$ cat src/rtl/eprom_read_ctl_pkg.sv
// Shared definitions for the 2716 EPROM read sequencer: ROM geometry,
// sequencer state encoding and the window-decode helper.
package eprom_read_ctl_pkg;

   localparam int ROM_AW = 11;
   localparam int ROM_DW = 8;
   localparam int CNT_W  = 4;

   typedef enum logic [2:0] {
      ST_IDLE    = 3'd0,
      ST_SETUP   = 3'd1,
      ST_ACCESS  = 3'd2,
      ST_DONE    = 3'd3,
      ST_RECOVER = 3'd4
   } state_t;

   // Only the bits above the 2K ROM span take part in the window compare.
   function automatic logic in_window(input logic [15:0] addr, input logic [15:0] base);
      return addr[15:ROM_AW] == base[15:ROM_AW];
   endfunction

endpackage

$ cat src/rtl/eprom_read_ctl.sv
// Z80-bus read sequencer for one 2716 EPROM: decodes a 2K window, strobes
// CS_N/OE_N, stretches the CPU with WAIT_N and presents the captured byte.
module eprom_read_ctl
   import eprom_read_ctl_pkg::*;
#(
   parameter logic [15:0] BASE       = 16'hF000,
   parameter int          ACC_CYCLES = 3
) (
   input  logic              clk,
   input  logic              rst_n,
   input  logic [15:0]       cpu_a,
   input  logic              cpu_mreq_n,
   input  logic              cpu_rd_n,
   output logic              cpu_wait_n,
   output logic [ROM_DW-1:0] cpu_d,
   output logic              cpu_d_oe,
   output logic [ROM_AW-1:0] rom_a,
   output logic              rom_cs_n,
   output logic              rom_oe_n,
   input  logic [ROM_DW-1:0] rom_d
);

   if (ACC_CYCLES < 1 || ACC_CYCLES > 15) begin : g_bad_acc
      $error("eprom_read_ctl: ACC_CYCLES=%0d outside 1..15", ACC_CYCLES);
   end

   localparam logic [CNT_W-1:0] CNT_INIT = CNT_W'(ACC_CYCLES - 1);

   state_t             r_state;
   state_t             w_state_nxt;
   logic [CNT_W-1:0]   r_cnt;
   logic [CNT_W-1:0]   w_cnt_nxt;
   logic [ROM_AW-1:0]  r_rom_a;
   logic [ROM_DW-1:0]  r_cpu_d;
   logic               r_cs_n;
   logic               r_oe_n;
   logic               r_d_oe;
   logic               w_hit;
   logic               w_latch_a;
   logic               w_capture;
   logic               w_cs_n_nxt;
   logic               w_oe_n_nxt;
   logic               w_d_oe_nxt;

   assign w_hit = !cpu_mreq_n && !cpu_rd_n && in_window(cpu_a, BASE);

   always_comb begin
      w_state_nxt = r_state;
      w_cnt_nxt   = r_cnt;
      w_latch_a   = 1'b0;
      w_capture   = 1'b0;
      case (r_state)
         ST_IDLE: begin
            if (w_hit) begin
               w_state_nxt = ST_SETUP;
               w_latch_a   = 1'b1;
            end
         end
         ST_SETUP: begin
            if (!w_hit) begin
               w_state_nxt = ST_RECOVER;
            end else begin
               w_state_nxt = ST_ACCESS;
               w_cnt_nxt   = CNT_INIT;
            end
         end
         // An abort takes priority over a capture due on the same edge.
         ST_ACCESS: begin
            if (!w_hit) begin
               w_state_nxt = ST_RECOVER;
            end else if (r_cnt != '0) begin
               w_cnt_nxt = r_cnt - 1'b1;
            end else begin
               w_capture   = 1'b1;
               w_state_nxt = ST_DONE;
            end
         end
         ST_DONE: begin
            if (!w_hit) begin
               w_state_nxt = ST_RECOVER;
            end
         end
         ST_RECOVER: w_state_nxt = ST_IDLE;
         default:    w_state_nxt = ST_IDLE;
      endcase
   end

   // Strobes are decoded from the next state so they register in step with it.
   always_comb begin
      w_cs_n_nxt = (w_state_nxt == ST_IDLE) || (w_state_nxt == ST_RECOVER);
      w_oe_n_nxt = !((w_state_nxt == ST_ACCESS) || (w_state_nxt == ST_DONE));
      w_d_oe_nxt = (w_state_nxt == ST_DONE);
   end

   always_ff @(posedge clk or negedge rst_n) begin
      if (!rst_n) begin
         r_state <= ST_IDLE;
         r_cnt   <= '0;
         r_rom_a <= '0;
         r_cpu_d <= '0;
         r_cs_n  <= 1'b1;
         r_oe_n  <= 1'b1;
         r_d_oe  <= 1'b0;
      end else begin
         r_state <= w_state_nxt;
         r_cnt   <= w_cnt_nxt;
         r_cs_n  <= w_cs_n_nxt;
         r_oe_n  <= w_oe_n_nxt;
         r_d_oe  <= w_d_oe_nxt;
         if (w_latch_a) r_rom_a <= cpu_a[ROM_AW-1:0];
         if (w_capture) r_cpu_d <= rom_d;
      end
   end

   assign cpu_wait_n = !(w_hit && ((r_state == ST_IDLE) || (r_state == ST_SETUP) ||
                                   (r_state == ST_ACCESS)));
   assign cpu_d      = r_cpu_d;
   assign cpu_d_oe   = r_d_oe;
   assign rom_a      = r_rom_a;
   assign rom_cs_n   = r_cs_n;
   assign rom_oe_n   = r_oe_n;

endmodule
$ cat config.mk
export PLATFORM = sky130hd
export DESIGN_NAME = eprom_read_ctl
export DESIGN_NICKNAME = d
export VERILOG_FILES = /design/src/rtl/eprom_read_ctl_pkg.sv /design/src/rtl/eprom_read_ctl.sv
export SDC_FILE = /design/constraint.sdc
export NUM_CORES = 1
export LEC_CHECK = 0
export CELL_PAD_IN_SITES_DETAIL_PLACEMENT = 1
export CELL_PAD_IN_SITES_GLOBAL_PLACEMENT = 2
export CORE_AREA = 2 2 64 90
export DETAILED_ROUTE_END_ITERATION = 7
export DIE_AREA = 0 0 66 92
export PLACE_DENSITY = 0.82
export SETUP_SLACK_MARGIN = 0.15
export SYNTH_ARGS = -nofsm -noshare
export SYNTH_HDL_FRONTEND = slang
export SYNTH_SLANG_ARGS = --single-unit
$ cat constraint.sdc
create_clock -name clk -period 1.56 [get_ports clk]
set_input_delay 0.234 -clock clk [delete_from_list [all_inputs] [get_ports clk]]
set_output_delay 0.234 -clock clk [all_outputs]
set_load 0.02 [all_outputs]
After elaboration in Yosys (flattened, before gate mapping)
Cells that the tools add are included.

Reductions and logical operators: 16. Divide/modulo/power cells: 0. Magnitude comparators: 0. $add $sub $neg: 1. Eq/ne operators: 10. Muxes and demuxes: 15. $mul: 0. Shift operators: 0. Bitwise operators: 0.

Operator list (count): $mux 3 (5); $eq 3x2->1 const B (4); $mux 4 (3); $pmux 3 s4 (1); $pmux 4 s2 (1); $logic_not 3->1 (2); $ne 2x2->1 const B (3); $eq 5x5->1 const B (1); $mux 1 (5); $logic_not 1->1 (4); $logic_or 1x1->1 (4); $reduce_and 4->1 (1); $reduce_bool 4->1 (1); $sub 4x1->4 const B (1); $eq 3x1->1 const B (1); $eq 3x3->1 const B (1); $logic_and 1x1->1 (3); $reduce_bool 2->1 (1).

Logic and storage cells: 49. Latch bits: 0. Memory bits (read-only): 0. RAM bits: 0. Input bits: 28. Memories: 0. Output and inout bits: 23. Register bits after elaboration: 29.

Longest topological paths before layout
Word-level depth: 8. Depth in mapped cells: 6. Mapped depth without buffers: 6.

Worst setup path after synthesis
No wires, ideal clock.

Kind: input port to flip-flop. From: input cpu_a[11]. To: register r_rom_a[1] (netlist: rom_a[1]). Data required time: 1.435 ns. Path buffers: 1. Cell stages on the path: 5. Arrival time: 1.442 ns. Slack: -0.008 ns. Library setup time: 0.125 ns. Cell sequence: and4b_1 > nand3_1 > or4_4 > buf_6 > mux2_4.

Word-level cells in the longest chain between the ends: 4.

Ends and longest elaborated chain: start, declared (line eprom_read_ctl.sv:11) `input logic [15:0] cpu_a,`; $eq 5x5->1 (line eprom_read_ctl_pkg.sv:19) `return addr[15:ROM_AW] == base[15:ROM_AW];`; $logic_and 1x1->1 (line eprom_read_ctl.sv:45) `assign w_hit = !cpu_mreq_n && !cpu_rd_n && in_window(cpu_a, BASE);`; $mux 1 (line eprom_read_ctl.sv:54) `if (w_hit) begin`; $mux 1 (line eprom_read_ctl.sv:52) `case (r_state)`; end signal, assigned (line eprom_read_ctl.sv:110) `if (w_latch_a) r_rom_a <= cpu_a[ROM_AW-1:0];`; end, declared (line eprom_read_ctl.sv:33) `logic [ROM_AW-1:0] r_rom_a;`.

No other way between the ends. A chain may end at the register's enable or synchronous reset.

Worst setup path after layout
From: register r_state[2]. To: output cpu_wait_n.

Word-level cells in the longest chain between the ends: 5. Elaborated cells on any way between the ends: 7. Those cells by class: eq/ne (2); reduce/logical (5).

Ends and longest elaborated chain: start, declared (line eprom_read_ctl.sv:29) `state_t r_state;`; start signal, assigned (line eprom_read_ctl.sv:105) `r_state <= w_state_nxt;`; $eq 3x1->1 / $logic_not 3->1 (equally long branches) (line eprom_read_ctl.sv:115) `assign cpu_wait_n = !(w_hit && ((r_state == ST_IDLE) || (r_state == ST_SETUP) ||`; $logic_or 1x1->1 (line eprom_read_ctl.sv:115); $logic_or 1x1->1 * (line eprom_read_ctl.sv:115); $logic_and 1x1->1 * (line eprom_read_ctl.sv:115); $logic_not 1->1 * (line eprom_read_ctl.sv:115); end, declared (line eprom_read_ctl.sv:14) `output logic cpu_wait_n,`.

Mark *: on every way between the ends. The rest lies on a longest branch, timed or not.

==> results.yml <==
run_status:
  status: "complete, but fails checks"
  failed_checks: "setup timing"
sta:
  timing.hold.ws_ps: 249.6
  setup_viol: 1
  period_share: 1.026
  clock.fmax_mhz: 624.9
  rsz0062_at_grt: "true"
  setup_ws_ps: -40.37
  period_needed_ps: 1600
  fin_worst_skew_ps: 4.811
  fin_setup_tns_ps: -40.37
  slew_viol_final: 0
  max_slew_margin: 0.7520
  hold_viol_final: 0
  tightest_slew_ps: 372.0
logic_synthesis:
  synth_cell_type_count: 30
  synthMuxAreaShare: 0.2087
  ys.flop_type: "dfrtp_1"
  synth_seq_area_share: 0.5897
  synth_area_um2: 1235
  synth_edf_count: 0
  synth_nets: 115
  synth_area_leaders: "dfrtp_1 (55%), mux2_4 (11%), mux2_2 (9.1%)"
  synth_top_area_frac: 0.5471
  yosys.area_share.adder: 0.02026
  yosys.area_share.simple: 0.1023
  ys_seq_elements: 29
  synth_top_family_by_area: "multiplexers"
  synthXorXnorAreaFrac: 0
  yosys.area.top_type: "dfrtp_1"
  syn-mean-instance-area_um2: 14.53
  synth_compound_area_frac: 0.06079
  yosys_warnings: 0
  synthCells: 85
  async_reset_ff_frac: 1.000
placement:
  globalplace.congestion: 0.6920
  port_buffers: 50
  hpwl_um: 2175
  dpl_worst_slack_ps: -792.5
  place_area_um2: 1887
critical_path:
  worstRegToRegCells: 2
  crit_fanout: 2
  crit_type: "reg2out"
  cp.required_ps: 1330
  cp-start-kind: "flip-flop"
  arrival_ps: 1370
  cp-end-kind: "primary output"
min_path:
  holdCritPathClass: "in2reg"
  hold_depth: 3
pwr:
  irDropWorstVdd_uv: 357.6
  p_switching_mw: 0.4036
  clkPwrFrac: 0.355
  powerDensity_nw_per_um2: 792.7
  p_leak_nw: 1.058
  switching_share: 0.2447
  power.share.sequential: 0.491
  p_int_mw: 1.246
  totalPowerFinal_mw: 1.649
  power_frac_comb: 0.154
floorplan:
  dieArea_um2: 6072
  pin_count: 51
  rows: 32
  start_util: 0.2302
  core_area_um2: 5365
  die-width_um: 66
  fp.dieH_um: 92
global_routing:
  grt_pass1_vias: 1089
  grt_max_degree: 30
  grt_usage: 0.1132
  overflow: 0
  grt_pass1_wl_um: 5126
  antenna_found_initial: 0
clocking:
  clk_pin_slew_ps: 60
  cts.sinks: 29
  clk_path_buf_depth: 2
  h-tree-depth: 2
  cts_tree: "done"
  cts_buffers: 5
  root_buffer: "clkbuf_8"
  clk_latency_ps: 280
drt:
  drtIter0Drc: 10
  wl_met3_um: 162
  first_pass_iters: 3
  antenna_left: 0
  vias_per_cell: 4.368
  finalWirelength_um: 3198
  remaining_drc_errors: 0
  wl_met1_um: 1248
  vias: 996
  met2RoutedLength_um: 1721
  wl_per_cell_um: 14.03
  dr.max_layer_used: "met4"
run:
  maxCapViolCount: 0
finish:
  drive_gt1_frac: 0.4250
  nets: 189
  n_fill_cell: 599
  final_area_um2: 2081
  area_delta_synth_final_pct: 68.49
  diodes: 0
## path summary, 6_finish.rpt
| path | start | to | slack (ps) |
|---|---|---|---|
| worst max register to register | r_state[0] | rom_a[7] | 60 |
| min in group asynchronous | rst_n | rom_a[4] | 340 |
| worst min register to register | cpu_d[4] | cpu_d[4] | 500 |
| worst min-delay path | cpu_a[13] | r_state[2] | 250 |
| max in group asynchronous | rst_n | rom_cs_n | 900 |
| worst max-delay path | r_state[2] | cpu_wait_n | -40 |
## metrics by stage
| stage | cells | util |
|---|---|---|
| 6_report | 228 | 0.3878 |
| 5_1_grt | 228 | 0.3878 |
| 4_1_cts | 225 | 0.3832 |
| 3_5_place_dp | 211 | 0.3517 |
| 3_3_place_gp | 211 | 0.3517 |
| 2_1_floorplan | 85 | - |
## cells in the mapped netlist, types with 2 or more instances
master and n:
nand2b_1 2, nor2_1 3, a31oi_1 2, mux2_2 10
inv_1 3, o2bb2ai_1 2, dfrtp_1 27, mux2_4 9
nand3_1 2, dfstp_2 2, and2_1 2, ha_1 2
o211ai_1 2
## sequential cells by signal (all words and copies together) (netlist names)
| signal | flops |
|---|---|
| cpu_d | 8 |
| cpu_d_oe | 1 |
| r_cnt | 4 |
| r_state | 3 |
| rom_a | 11 |
| rom_cs_n | 1 |
| rom_oe_n | 1 |
## power groups by stage
stage | Clock, mW | Sequential (mW) | Combinational, mW
detailed placement | 0 | 0.825 | 0.278
floorplan | 0 | 0.870 | 0.0570
global route | 0.642 | 0.815 | 0.269
global placement | 0 | 0.822 | 0.274
CTS | 0.608 | 0.810 | 0.258
finish | 0.586 | 0.809 | 0.255
## worst max-delay path, stage by stage (launching register included)
cell,delay [ps]
dfrtp_1,400
or3_4,390
a21o_1,170
buf_6,130
## cells by family after synthesis
logic type / count (synthesis)
AOI/OAI and AO/OA: 11
DFF: 29
and+or+nand+nor: 19
adders and majority gates: 2
buffers and inverters: 4
muxes: 20
## cell usage in the layout, fill, tap and decap left out, types with 2 or more instances in the layout
cell type / n
buf_6: 5
clkinv_2: 2
o2bb2ai_1: 2
nand2b_1: 2
clkdlybuf4s50_1: 20
mux2_4: 19
inv_2: 2
dlygate4sd2_1: 22
buf_2: 5
a31oi_1: 2
nand3_2: 2
or4_4: 2
nor2_1: 2
o211ai_1: 2
dfrtp_1: 27
clkbuf_8: 5
buf_4: 15
or3_4: 2
dfstp_2: 2
and2_4: 2
## per-layer routing
metal	vias up	GRT usage
met5	-	0
met4	0	0.06122
met3	5	0.01963
met2	33	0.1987
met1	494	0.1265
li1	464	-
## layout make-up
| cell class | count | area [µm²] | area share |
|---|---|---|---|
| flip-flops and latches | 29 | 728.2 | 0.3500 |
| repair buffers | 67 | 586.8 | 0.2820 |
| multi-input cells | 53 | 581.8 | 0.2796 |
| well taps | 68 | 85.08 | 0.04089 |
| clock buffers | 6 | 72.57 | 0.03488 |
| inverters | 3 | 16.27 | 0.007817 |
| clock inverters | 2 | 10.01 | 0.004811 |
## what timing repair did
item	4_1_cts	5_1_grt
buffers inserted	5	3
setup endpoints to repair	48	24
resized for setup	79	1
hold buffers	0	0
endpoints found under the hold margin	0	0
pin swaps	7	2
cloned	1	0
(Power assumes the default switching activity.)
